`src/rtl/multibyte_add_seq.sv`:
```
// Byte-serial adder: one shared 8-bit add per cycle, result valid NBYTES cycles after accept.
// Single operation in flight; in_ready only in IDLE, result held in DONE until out_ready.
module multibyte_add_seq #(
   parameter int NBYTES = 4
) (
   input  logic                  clk,
   input  logic                  rst,
   input  logic                  in_valid,
   output logic                  in_ready,
   input  logic [8*NBYTES-1:0]   a,
   input  logic [8*NBYTES-1:0]   b,
   input  logic                  cin,
   output logic                  out_valid,
   input  logic                  out_ready,
   output logic [8*NBYTES-1:0]   sum,
   output logic                  cout,
   output logic                  ovf,
   output logic                  busy
);

   localparam int IW = (NBYTES > 1) ? $clog2(NBYTES) : 1;
   localparam logic [IW-1:0] LAST = IW'(NBYTES - 1);

   typedef enum logic [1:0] {
      IDLE = 2'd0,
      RUN  = 2'd1,
      DONE = 2'd2
   } state_t;

   state_t                 state;
   state_t                 state_nxt;
   logic [NBYTES-1:0][7:0] a_q;
   logic [NBYTES-1:0][7:0] b_q;
   logic [NBYTES-1:0][7:0] sum_q;
   logic                   carry;
   logic [IW-1:0]          idx;

   logic [7:0]             byte_a;
   logic [7:0]             byte_b;
   logic [7:0]             byte_s;
   logic                   byte_c;
   logic                   c_into_msb;
   logic                   accept;
   logic                   last;

   // Shared byte adder; carry into bit 7 recovered from the sum bit for overflow.
   always_comb begin
      byte_a              = a_q[idx];
      byte_b              = b_q[idx];
      {byte_c, byte_s}    = {1'b0, byte_a} + {1'b0, byte_b} + {8'd0, carry};
      c_into_msb          = byte_a[7] ^ byte_b[7] ^ byte_s[7];
      last                = (idx == LAST);
   end

   always_comb begin
      state_nxt = state;
      in_ready  = 1'b0;
      out_valid = 1'b0;
      busy      = 1'b0;
      case (state)
         IDLE: begin
            in_ready = 1'b1;
            if (in_valid) state_nxt = RUN;
         end
         RUN: begin
            busy = 1'b1;
            if (last) state_nxt = DONE;
         end
         DONE: begin
            out_valid = 1'b1;
            if (out_ready) state_nxt = IDLE;
         end
         default: state_nxt = IDLE;
      endcase
      accept = in_ready & in_valid;
   end

   always_ff @(posedge clk) begin
      if (rst) state <= IDLE;
      else     state <= state_nxt;
   end

   always_ff @(posedge clk) begin
      if (rst) begin
         a_q   <= '0;
         b_q   <= '0;
         sum_q <= '0;
         carry <= 1'b0;
         idx   <= '0;
         cout  <= 1'b0;
         ovf   <= 1'b0;
      end else if (accept) begin
         a_q   <= a;
         b_q   <= b;
         carry <= cin;
         idx   <= '0;
      end else if (state == RUN) begin
         sum_q[idx] <= byte_s;
         carry      <= byte_c;
         if (last) begin
            cout <= byte_c;
            ovf  <= c_into_msb ^ byte_c;
            idx  <= '0;
         end else begin
            idx <= idx + 1'b1;
         end
      end
   end

   assign sum = sum_q;

endmodule

```
`config.mk`:
```
export PLATFORM = sky130hd
export DESIGN_NAME = multibyte_add_seq
export DESIGN_NICKNAME = d
export VERILOG_FILES = /design/src/rtl/multibyte_add_seq.sv
export SDC_FILE = /design/constraint.sdc
export NUM_CORES = 1
export LEC_CHECK = 0
export CAP_MARGIN = 40
export CORE_MARGIN = 1.5
export CORE_UTILIZATION = 25
export DETAILED_ROUTE_END_ITERATION = 6
export GPL_ROUTABILITY_DRIVEN = 0
export PLACE_DENSITY = 0.51
export SLEW_MARGIN = 20
export SYNTH_ARGS = -nofsm -noshare
export SYNTH_HDL_FRONTEND = slang
export SYNTH_SLANG_ARGS = --single-unit
```
`constraint.sdc`:
```
create_clock -name clk -period 4.4 [get_ports clk]
set_input_delay 0.44 -clock clk [delete_from_list [all_inputs] [get_ports clk]]
set_output_delay 0.44 -clock clk [all_outputs]
set_load 0.05 [all_outputs]
```
After elaboration in Yosys (flattened, before gate mapping)
Cells that the tools add are included.
Operators by class
  $add $sub $neg: 3
  magnitude comparators: 2
  equal/unequal tests: 6
  multiplexer cells: 17
  bitwise operators: 5
  reduce and logical (&&, ||, !) cells: 7
Operators with widths (number)
  $bmux 8 s2: 2
  $bwmux 32: 1
  $mux 8: 3
  $demux 8 s2: 1
  $add 8x8->9: 1
  $add 9x1->9: 1
  $mux 2: 4
  $ne 2x2->1 const B: 3
  $pmux 2 s3: 1
  $reduce_and 3->1: 2
  $mux 1: 5
  $eq 2x2->1 const B: 2
  $lt 2x3->1 const B: 1
  $xor 1x1->1: 3
  $add 2x1->2 const B: 1
  $eq 2x1->1 const B: 1
  $ge 2x1->1 const B: 1
  $logic_not 2->1: 1
  $reduce_and 2->1: 1
  $reduce_bool 2->1: 1
  $reduce_or 2->1: 1
  $and 1x1->1: 1
  $logic_and 1x1->1: 1
  $not 1->1: 1
Word-level totals
  register bits after elaboration: 103
  output and inout bits: 37
  logic and storage cells: 57

Depth between registers and ports, before layout
  depth after elaboration: 6
  mapped depth: 10
  depth with buffers taken out: 8

Least setup slack after synthesis
No wires, ideal clock.
  path type: flip-flop to flip-flop
  start point: reg idx[0]
  end point: reg sum_q, in the netlist sum[14]
  library setup time: 0.115 ns
  data arrival time: 2.881 ns
  path slack: 1.404 ns
  stages on the path, launching flop included: 11
  path buffers: 2
  period minus slack after synthesis: 2.996 ns
  path through: dfxtp_1 -> buf_2 -> buf_2 -> mux4_2 -> fa_1 -> fa_1 -> nand3_1 -> nand2_1 -> a31oi_1 -> mux2i_1 -> nand2_1
On the way
  word-level cells in the longest chain between the ends: 5
  elaborated cells on any way between the ends: 12
  classes of those cells: add/sub (2); order compare (2); mux (7); reduce/logical (1)
RTL lines
  from (decl): RTL line 36  | logic [IW-1:0] idx;
  from (signal assigned): RTL line 105  | idx <= idx + 1'b1;
  $bmux 8 s2, or another cell as far along: RTL line 48  | byte_a = a_q[idx];
  $mux 8 (not written as such), or another cell as far along: RTL line 48
  $add 8x8->9 or $mux 8 (tied branches): RTL line 50, 98
  $add 9x1->9 or $demux 8 s2 (tied branches): RTL line 50, 98
  $bwmux 32 *: RTL line 98  | sum_q[idx] <= byte_s;
  to (signal, indexed assignment): RTL line 98
  to (decl): RTL line 34  | logic [NBYTES-1:0][7:0] sum_q;
Every way passes the cells marked *; elsewhere a longest branch is shown, timed or not. The select of a mux whose other input is x is not followed.
A chain may end at the register's enable or synchronous reset.

Worst setup path in the final report
  start point: reg idx[1]
  end point: reg sum_q, in the netlist sum[30]
Same word-level chain as after synthesis.

==> impl_metrics.csv <==
group,metric,value,unit
synthesis,yosys.area_share.simple,20.2,%
synthesis,ys_seq_elements,103,
routing,avgViaCountPerCell,4.48,
synthesis,yosysUniqueCellTypes,37,
cts,cts_root_buf,"clkbuf_16",
global_route,grt_max_degree,67,
routing,post_drt_wl_per_cell,14.4,um
setup_path,critPathArrivalTime,3.61,ns
timing,setup_tns,0,ns
cts,clockBufferDepth,2,
timing,post-route-period-util,76.8,%
synthesis,synth_xor_area_share,0.997,%
synthesis,async_reset_ff_share,0,%
global_route,antenna_found_initial,0,
synthesis,netlist_instances,522,
timing,hold_viol,0,
setup_path,critPathCaptureType,"flop",
synthesis,synth.cell_area,0.00439,sq mm
die,rows,48,
cts,cts_tree,"yes",
die,ios,106,
cts,cts_made_buffers,9,
cells_and_area,nFillCells,1807,
timing,setup_viol,0,
synthesis,yosys.area_share.adder,4.05,%
routing,drt_iter0_drc,158,
die,core,0.0172,sq mm
synthesis,avgSynthCellArea,8.41,sq um
die,die-width,136,um
cts,postCtsHoldBufs,0,
cts,clock_latency,0.35,ns
synthesis,yosys_warnings,0,
synthesis,synth_mux_area_share,9.34,%
routing,drtPass1Iterations,4,
synthesis,synth_top_family_by_area,"simple AND/OR/NAND/NOR gates",
place,hpwl,9.07,mm
power_and_ir_drop,totalPowerFinal,2140,uW
synthesis,synth_seq_area_share,47.0,%
timing,maxSlewHeadroom,58.8,%
cells_and_area,final_util,34.5,%
timing,post-route-min-period,3.38,ns
timing,skew,0.00989,ns
die,start_util,25.5,%
setup_path,crit_required,4.63,ns
timing,rsz0062_at_grt,"false",
hold_path,hold_depth,2,
cts,path_clk_slew,0.07,ns
timing,tightest_slew,0.614,ns
global_route,grt_use_total,13.6,%
routing,wirelength,12.0,mm
setup_path,r2r_cells,9,
synthesis,synth_ff_type,"dfxtp_1",
power_and_ir_drop,power_density,360,mW/mm^2
global_route,grt_pass1_vias,3833,
status,status,"complete, no violations",
die,die_y,136,um
global_route,grt_pass1_wl,19.3,mm
cells_and_area,area_growth,35.3,%
setup_path,crit_fanout,10,
timing,worst_hold_slack,0.452,ns
cts,htree_num_levels,3,
setup_path,setup.worst_path.start_class,"flop",
timing,max_freq,0.296,GHz
routing,drc,0,
global_route,grt_overflow,0,
timing,slew_violations,0,
synthesis,synth_edf_count,0,
power_and_ir_drop,leakagePower,0.00216,uW
cells_and_area,drive_gt1_share,6.56,%
synthesis,syn_nets,604,
routing,via_count,3743,
flow_run,max_cap_viol_count,0,
place,port_buffers,105,
setup_path,worst-setup-path-type,"reg -> reg",
cells_and_area,fin_nets,687,
cts,post-cts-setup-buffers,0,
synthesis,synth_compound_area_share,14.4,%
die,dieArea,0.0184,sq mm
cts,clkSinkCount,103,
cells_and_area,antenna_cells,0,
cts,cts_resized,0,
power_and_ir_drop,vdd_ir_drop_max,0.000175,V
routing,ant_nets,0,
hold_path,hp-class,"reg -> reg",
[report_power, final]
part           total (uW)  internal [uW]  switching (uW)
Combinational         330            145             185
Clock                 805            459             346
Sequential           1000            977            25.4
Total                2140           1580             556
[worst max-delay path: stages, from the launching register on]
cell	delay, ns
dfxtp_1	0.67
buf_4	0.30
mux4_2	0.33
fa_1	0.46
fa_1	0.43
nand3_1	0.13
nand2_1	0.09
a31oi_1	0.51
mux2i_1	0.27
nand2_1	0.07
[per-layer routing]
layer	GRT usage, %	up-vias	part of all wire, %
li1	-	1920	-
met1	16.6	1742	46
met2	23.8	75	49
met3	3.67	6	4.1
met4	2.93	0	0.76
met5	0	-	0
[kinds of logic (layout without fill, tap and decap cells)]
family | after synthesis | after routing
compound gates | 117 | 117
fa+ha+maj | 13 | 13
buf+inv | 41 | 129
simple gates | 222 | 222
mux | 21 | 21
flops | 103 | 103
xor+xnor | 5 | 5
[metrics by stage]
| step | setup slack (ns) | cells | cell area (sq um) |
|---|---|---|---|
| finish | 1.02 | 835 | 5940 |
| global route | 0.782 | 835 | 5940 |
| CTS | 1.01 | 835 | 5940 |
| detailed placement | 1.04 | 819 | 5640 |
| global placement | 1.15 | 816 | 5570 |
| floorplan | 1.40 | 522 | 4390 |
[worst paths after layout]
check              start      end  slack [ns]
setup / recovery  idx[1]  sum[30]        1.02
hold reg to reg   b_q[6]   b_q[6]        0.45
setup reg to reg  idx[1]  sum[30]        1.02
hold / removal    b_q[6]   b_q[6]        0.45
[cell usage in the layout (no fill, tap or decap), drive strengths merged, types with 3 or more instances in the layout]
cell	instances
a211oi	7
a21oi	96
and2	5
buf	6
clkbuf	12
clkdlybuf4s50	104
dfxtp	103
ha	11
inv	3
mux2i	5
mux4	16
nand2	181
nand3	7
nor2	15
nor3	6
o21ai	5
xor2	3
[Yosys cell counts, types with 2 or more instances]
master,number,area [sq um]
inv_1,3,11.3
o211ai_1,2,15.0
nand3_1,7,35.0
a21oi_1,96,480
nand2_1,181,679
xnor2_1,2,17.5
ha_1,11,138
o21ai_0,4,20.0
a211oi_1,6,45.0
buf_2,17,85.1
nor2_1,15,56.3
buf_1,3,11.3
mux2i_1,5,50.1
dfxtp_1,103,2060
and2_1,5,31.3
xor2_1,3,26.3
fa_1,2,40.0
clkbuf_1,17,63.8
mux4_2,16,360
nor3_1,6,30.0
nand2b_1,2,12.5
[sequential cells by signal (all words and copies together) (netlist names)]
name / flops
ovf: 1
cout: 1
state: 2
sum: 32
idx: 2
a_q: 32
b_q: 32
carry: 1
[layout make-up]
cell class	instances	area (sq um)	share of cell area (%)
Clock buffer	12	246	4.15
Inverter	3	11.3	0.190
Timing Repair Buffer	110	1130	19.0
Tap cell	225	282	4.74
Multi-Input combinational cell	378	2150	36.3
Sequential cell	103	2060	34.7
Clock inverter	4	55.1	0.927
No activity file was read; power rests on OpenSTA's default activity.
